===== config.mk =====
export PLATFORM = sky130hd
export DESIGN_NAME = uart_rx_deframer
export DESIGN_NICKNAME = d
export VERILOG_FILES = /design/src/rtl/uart_rx_deframer.sv
export SDC_FILE = /design/constraint.sdc
export NUM_CORES = 1
export LEC_CHECK = 0
export ABC_AREA = 1
export CAP_MARGIN = 30
export CORE_UTILIZATION = 55
export DETAILED_ROUTE_END_ITERATION = 6
export HOLD_SLACK_MARGIN = 0.08
export PLACE_DENSITY_LB_ADDON = 0.05
export SLEW_MARGIN = 20
export SYNTH_ARGS = -nofsm -noshare
export SYNTH_HDL_FRONTEND = slang
export SYNTH_SLANG_ARGS = --single-unit

===== constraint.sdc =====
create_clock -name clk -period 2.7 [get_ports clk]
set_input_delay 0.405 -clock clk [delete_from_list [all_inputs] [get_ports clk]]
set_output_delay 0.405 -clock clk [all_outputs]
set_load 0.03 [all_outputs]

===== src/rtl/uart_rx_deframer.sv =====
// Frame parser behind the UART RX FIFO: hunts SYNC, then DEST, LEN, PAYLOAD[LEN], CSUM.
// Payload is streamed on a valid/ready port and every frame ends with a status pulse.
module uart_rx_deframer #(
    parameter int         FIFO_CNT_W = 5,
    parameter logic [7:0] SYNC_BYTE  = 8'h7E,
    parameter int         MAX_LEN    = 64,
    parameter int         TIMEOUT    = 50000,
    parameter int         TO_W       = 16
) (
    input  logic                  clk,
    input  logic                  rst,
    input  logic [FIFO_CNT_W-1:0] rf_count,
    input  logic [7:0]            rdr,
    output logic                  rf_pop,
    output logic [7:0]            m_data,
    output logic                  m_valid,
    input  logic                  m_ready,
    output logic                  m_last,
    output logic [7:0]            m_dest,
    output logic                  frame_done,
    output logic [1:0]            frame_err,
    output logic [7:0]            ok_cnt,
    output logic [7:0]            err_cnt
);

    typedef enum logic [2:0] {
        ST_HUNT    = 3'd0,
        ST_ADDR    = 3'd1,
        ST_LEN     = 3'd2,
        ST_PAYLOAD = 3'd3,
        ST_CSUM    = 3'd4
    } state_t;

    localparam logic [7:0]      MAX_LEN_B = 8'(MAX_LEN);
    // Firing two counts early lands frame_done exactly TIMEOUT cycles after the last pop.
    localparam logic [TO_W-1:0] TO_FIRE   = TO_W'(TIMEOUT - 2);
    localparam logic [1:0]      ERR_OK    = 2'b00;
    localparam logic [1:0]      ERR_CSUM  = 2'b01;
    localparam logic [1:0]      ERR_LEN   = 2'b10;
    localparam logic [1:0]      ERR_TO    = 2'b11;

    function automatic logic [7:0] sum8(input logic [7:0] a, input logic [7:0] b);
        return a + b;
    endfunction

    state_t          r_state;
    logic [7:0]      r_sum;
    logic [7:0]      r_rem;
    logic [TO_W-1:0] r_to_cnt;
    logic            r_pop_q;
    logic [7:0]      r_m_data;
    logic            r_m_valid;
    logic            r_m_last;
    logic [7:0]      r_m_dest;
    logic            r_frame_done;
    logic [1:0]      r_frame_err;
    logic [7:0]      r_ok_cnt;
    logic [7:0]      r_err_cnt;

    logic       w_fifo_nz;
    logic       w_out_free;
    logic       w_can_take;
    logic       w_fetch;
    logic       w_waiting;
    logic       w_to_hit;
    logic       w_len_bad;
    logic [7:0] w_sum_nxt;

    assign w_fifo_nz  = (rf_count != {FIFO_CNT_W{1'b0}});
    assign w_out_free = !r_m_valid || m_ready;
    assign w_fetch    = !rst && w_fifo_nz && !r_pop_q && w_can_take;
    assign w_waiting  = (r_state != ST_HUNT) && !w_fifo_nz && !(r_m_valid && !m_ready);
    assign w_to_hit   = w_waiting && (r_to_cnt >= TO_FIRE);
    assign w_len_bad  = (rdr == 8'd0) || (rdr > MAX_LEN_B);
    assign w_sum_nxt  = sum8(r_sum, rdr);

    // Per-state permission to take a byte from the FIFO
    always_comb begin
        w_can_take = 1'b0;
        case (r_state)
            ST_HUNT, ST_ADDR, ST_LEN, ST_CSUM: w_can_take = 1'b1;
            ST_PAYLOAD:                       w_can_take = (r_rem != 8'd0) && w_out_free;
            default:                          w_can_take = 1'b0;
        endcase
    end

    // Frame FSM, timeout counter, output register and status counters
    always_ff @(posedge clk) begin
        if (rst) begin
            r_state      <= ST_HUNT;
            r_sum        <= 8'd0;
            r_rem        <= 8'd0;
            r_to_cnt     <= {TO_W{1'b0}};
            // Holding off the first fetch keeps rf_pop low in the cycle after reset.
            r_pop_q      <= 1'b1;
            r_m_data     <= 8'd0;
            r_m_valid    <= 1'b0;
            r_m_last     <= 1'b0;
            r_m_dest     <= 8'd0;
            r_frame_done <= 1'b0;
            r_frame_err  <= 2'b00;
            r_ok_cnt     <= 8'd0;
            r_err_cnt    <= 8'd0;
        end else begin
            r_pop_q      <= w_fetch;
            r_frame_done <= 1'b0;
            if (w_fetch) begin
                r_to_cnt <= {TO_W{1'b0}};
            end else if (w_waiting) begin
                r_to_cnt <= r_to_cnt + {{(TO_W-1){1'b0}}, 1'b1};
            end
            if (r_m_valid && m_ready) begin
                r_m_valid <= 1'b0;
                r_m_last  <= 1'b0;
            end
            if (w_to_hit) begin
                r_frame_done <= 1'b1;
                r_frame_err  <= ERR_TO;
                r_err_cnt    <= r_err_cnt + 8'd1;
                r_m_valid    <= 1'b0;
                r_m_last     <= 1'b0;
                r_to_cnt     <= {TO_W{1'b0}};
                r_state      <= ST_HUNT;
            end else begin
                case (r_state)
                    ST_HUNT: begin
                        if (w_fetch && (rdr == SYNC_BYTE)) begin
                            r_to_cnt <= {TO_W{1'b0}};
                            r_state  <= ST_ADDR;
                        end
                    end
                    ST_ADDR: begin
                        if (w_fetch) begin
                            r_m_dest <= rdr;
                            r_sum    <= rdr;
                            r_state  <= ST_LEN;
                        end
                    end
                    ST_LEN: begin
                        if (w_fetch) begin
                            if (w_len_bad) begin
                                r_frame_done <= 1'b1;
                                r_frame_err  <= ERR_LEN;
                                r_err_cnt    <= r_err_cnt + 8'd1;
                                r_state      <= ST_HUNT;
                            end else begin
                                r_rem   <= rdr;
                                r_sum   <= w_sum_nxt;
                                r_state <= ST_PAYLOAD;
                            end
                        end
                    end
                    ST_PAYLOAD: begin
                        if (w_fetch) begin
                            r_m_data  <= rdr;
                            r_m_valid <= 1'b1;
                            r_m_last  <= (r_rem == 8'd1);
                            r_rem     <= r_rem - 8'd1;
                            r_sum     <= w_sum_nxt;
                        end else if ((r_rem == 8'd0) && w_out_free) begin
                            r_state <= ST_CSUM;
                        end
                    end
                    ST_CSUM: begin
                        if (w_fetch) begin
                            r_frame_done <= 1'b1;
                            if (w_sum_nxt == 8'd0) begin
                                r_frame_err <= ERR_OK;
                                r_ok_cnt    <= r_ok_cnt + 8'd1;
                            end else begin
                                r_frame_err <= ERR_CSUM;
                                r_err_cnt   <= r_err_cnt + 8'd1;
                            end
                            r_state <= ST_HUNT;
                        end
                    end
                    default: r_state <= ST_HUNT;
                endcase
            end
        end
    end

    assign rf_pop     = w_fetch;
    assign m_data     = r_m_data;
    assign m_valid    = r_m_valid;
    assign m_last     = r_m_last;
    assign m_dest     = r_m_dest;
    assign frame_done = r_frame_done;
    assign frame_err  = r_frame_err;
    assign ok_cnt     = r_ok_cnt;
    assign err_cnt    = r_err_cnt;

endmodule


### After elaboration in Yosys (flattened, before gate mapping)

Cells that the tools add are included.

| storage, ports and cells | value |
|---|---|
| logic and storage cells | 123 |
| output and inout bits | 38 |
| flip-flop bits (word level) | 73 |
| input bits | 16 |

| operators by class | value |
|---|---|
| bitwise gates (word level) | 1 |
| eq/ne operators | 18 |
| order comparisons | 2 |
| add/subtract/negate cells | 5 |
| reductions and logical operators | 39 |
| multiplexer cells | 45 |

Operators with widths:

| kind | count |
|---|---|
| $mux 8 | 12 |
| $mux 16 | 4 |
| $pmux 8 s2 | 2 |
| $logic_not 8->1 | 3 |
| $pmux 8 s3 | 1 |
| $mux 3 | 6 |
| $add 16x1->16 const B | 1 |
| $add 8x1->8 const B | 2 |
| $ge 16x16->1 const B | 1 |
| $ne 2x2->1 const B | 8 |
| $pmux 3 s5 | 1 |
| $ne 3x3->1 const B | 4 |
| $reduce_and 6->1 | 2 |
| $logic_and 1x1->1 | 11 |
| $mux 1 | 11 |
| $mux 2 | 5 |
| $reduce_and 5->1 | 2 |
| $reduce_bool 3->1 | 3 |
| $add 8x8->8 | 1 |
| $eq 8x1->1 const B | 1 |
| $eq 8x7->1 const B | 1 |
| $gt 8x7->1 const B | 1 |
| $reduce_and 4->1 | 2 |
| $reduce_bool 8->1 | 1 |
| other kinds (15) | 24 |

### Longest topological paths before layout

| depth | value |
|---|---|
| depth in word-level cells | 8 |
| mapped depth | 16 |
| depth with buffers taken out | 15 |

### Least setup slack after synthesis

No wires, ideal clock.

| timing | value |
|---|---|
| kind | input-to-reg |
| start point | input rdr[0] |
| end point | register r_ok_cnt[2] (netlist: ok_cnt[2]) |
| library setup time | 132 ps |
| buffers on the path | 1 |
| data arrival time | 2,106 ps |
| slack | 462 ps |
| cell stages on the path | 13 |
| cells stage by stage | ha_1 -> fa_1 -> nor2_1 -> nor2_1 -> nor2_1 -> nand3_1 -> nor2_1 -> nand2_1 -> nor2_1 -> buf_4 -> nand3_1 -> nand2_1 -> a21oi_1 |

| on the way | value |
|---|---|
| cells in the longest elaborated chain, start to end | 3 |

RTL lines:

| element | line | source |
|---|---|---|
| from (decl) | 13 | `input logic [7:0] rdr,` |
| $add 8x8->8 | 43 | `return a + b;` |
| $logic_not 8->1 | 167 | `if (w_sum_nxt == 8'd0) begin` |
| $reduce_and 4->1 (no line) | n/a |  |
| to (signal assigned) | 169 | `r_ok_cnt <= r_ok_cnt + 8'd1;` |
| to (decl) | 57 | `logic [7:0] r_ok_cnt;` |

No other way between the ends.
A chain may end at the register's enable or synchronous reset.

### Worst setup path in the final report

| timing | value |
|---|---|
| start point | input rdr[0] |
| end point | register r_ok_cnt[3] (netlist: ok_cnt[3]) |

The elaborated chain is that of the path after synthesis.

==> results.md <==
- Placement Setup Slack: -132 ps
- EDFF count, synth: 0
- Die Area: a little under 0.008 mm²
- Worst Path Arrival: about 2700 ps
- GP Congestion: roughly 0.86
- Leak pwr: ~2.1 nW
- Max Freq: approximately 0.4 GHz
- Max-cap violations: 0
- Main synth FF type: dfxtp_1
- Most common cell after layout, fill and taps aside: nand2_1
- Maximum fanout along the worst path: 8
- Die Width: between 80 and 90 µm
- Final hold vios: 0
- Setup violations, final: 0
- Total negative slack: 0 ps
- Iteration-0 DRC Markers: 276
- Post-synth ARST share: 0%
- Congestion Overflow GR: 0
- Netlist cell types: 39
- Vias: just over 4000
- Postcts setup bufs: 0
- Wirelength per Cell: about 13 µm
- Peak supply drop: 0.359 mV
- Yosys reg bits: 73
- Sequential-to-total area share from yosys stat: between 30% and 40%
- First-pass detailed-route iteration total: 4
- Hold-fix buffers, CTS: 0
- Max-slew violations: 0
- Post-DP Area: 0.00479 mm²
- Cell area after synthesis: about 0.004 mm²
- Die height: 88.4 µm
- CP startpoint kind: input pin
- DRC errors left: 0
- Largest net degree at the start of global routing: 43
- Fin cells: 770
- Run status: complete, no violations
- Most frequent cells in the layout: nand2_1, dfxtp_1, inv_1, nor2_1, a21oi_1
- H-tree depth: 3
- Post-Syn Instances: approximately 600
- Hold_ws: roughly 470 ps
- Global-route wire length before repair: 16000 µm
- RSZ-0062 raised after global routing: false
- Worst slew pin tran: about 460 ps
- I/O pin cnt: 54
- Nets: ~700
- Mean area per synthesized cell: 6.83 µm²
- CTS tree: done
- Final WS setup: just under 200 ps
- Clock Skew: about 11 ps
- Vias in the first global route: ~3600
- Longest Clk Path Bufs: 2
- Clock root cell: clkbuf_8
- Fin crit share: between 90% and 100%
- Syn. warnings: 0
- Min Clock Period, post-route: around 2500 ps
- Via density: 5.26
- Clk_lat worst skew: 350 ps
- Pwr/cell area: between 500 and 600 mW/mm²
- Cell total after placement: around 760
- Layout cells sized above 1: 8.20%
- Starting Density: between 50% and 60%
- Post-Route WL: ~10000 µm
- Syn Nets: approximately 630
- Port Buf Inserts: 53
- CP Class: in2reg
- Initial antenna violation count: 0
- Final HPWL DP: ~7000 µm
- Crit path required time: ~2900 ps
- Hold crit path type: reg2reg
- Total CTS buffers: 9
- Tot GR Track Use: between 20% and 30%
- Ant diodes: 0
- Layout area overhead: 22.2%
- CTS resizes: 0
- Core ar.: just over 0.007 mm²
- Fin area: around 0.005 mm²
- Clk slew on worst S/H paths: around 70 ps
- Routed Antenna Nets: 0
- Critical path capture point type: flip-flop
- Relative slew slack: a little over two thirds
- Clock net sink count: 73
- Cell Rows: 31
[cell type report]
type	count	area, µm²
multi-input combinational	441	2280
fill	635	2200
sequential	73	1460
timing repair buffer	71	663
inverter	71	267
clock buffer	9	124
tap	99	124
clock inverter	6	93.8
[worst max-delay path, cell delays in order]
cell	delay, ps
clkdlybuf4s50_1	450
ha_1	250
fa_1	430
nor2_1	120
nor2_1	60
nor2_1	90
nand3_1	90
nor2_1	90
nand2_1	60
nor2_1	90
buf_4	140
nand3_1	240
nand2_1	140
a21oi_1	70
[cell usage after synthesis (4+ instances only)]
cell type    n  area (µm²)
inv_1       65         244
ha_1        13         163
nor3b_1      4        30.0
buf_4        5        37.5
a21oi_1     58         290
nor3_1      13        65.1
nand2_2      4        25.0
xor2_1      14         123
nand4_1     21         131
nand3_1     41         205
xnor2_1      9        78.8
dfxtp_1     73        1460
o21ai_0     19        95.1
clkbuf_1     7        26.3
nor2_1      65         244
a31oi_1      5        31.3
nand2_1    150         563
[metrics by stage]
stage | utilization [%] | power [mW]
after global routing | 69.5 | 3.09
after detailed placement | 66.5 | 2.00
after CTS | 69.5 | 2.95
after floorplan | - | 1.79
final | 69.5 | 2.93
after global placement | 66.5 | 1.98
[per-layer routing]
layer / share of wire [%] / up-vias / global-route usage (%)
li1: - / 2087 / -
met1: 47 / 1846 / 34.0
met2: 47 / 104 / 43.4
met3: 5.2 / 13 / 4.66
met4: 1.5 / 0 / 8.80
met5: 0 / - / 0
[where the power goes]
part           leakage (nW)  switching [mW]  internal (mW)
Sequential            0.589          0.0527           1.13
Clock                 0.105           0.427          0.520
Combinational          1.43           0.528          0.277
Total                  2.13            1.01           1.92
[path summary, 6_finish.rpt]
check / slack (ps) / from / end / cells after the start
max: 200 / rdr[0] / ok_cnt[3] / 14
max reg2reg: 420 / r_sum[0] / ok_cnt[3] / 13
min: 470 / r_to_cnt[15] / r_to_cnt[15] / 2
min reg2reg: 470 / r_to_cnt[15] / r_to_cnt[15] / 2
[logic make-up (layout without fill, tap and decap cells)]
logic type / Yosys count / in the layout / share of synthesized area [%]
AO/OA/AOI/OAI: 90 / 90 / 11.8
XOR/XNOR: 23 / 23 / 4.91
AND/OR/NAND/NOR: 314 / 314 / 34.4
adder cells (fa/ha/maj): 14 / 14 / 4.45
buffers and inverters: 87 / 157 / 8.84
flip-flops: 73 / 73 / 35.6
[state kept, by name, indices dropped and copies added, names as in the netlist]
| name | cells |
|---|---|
| err_cnt | 8 |
| frame_done | 1 |
| frame_err | 2 |
| m_data | 8 |
| m_dest | 8 |
| m_last | 1 |
| m_valid | 1 |
| ok_cnt | 8 |
| r_pop_q | 1 |
| r_rem | 8 |
| r_state | 3 |
| r_sum | 8 |
| r_to_cnt | 16 |
Power figures use the tool's default switching activity.
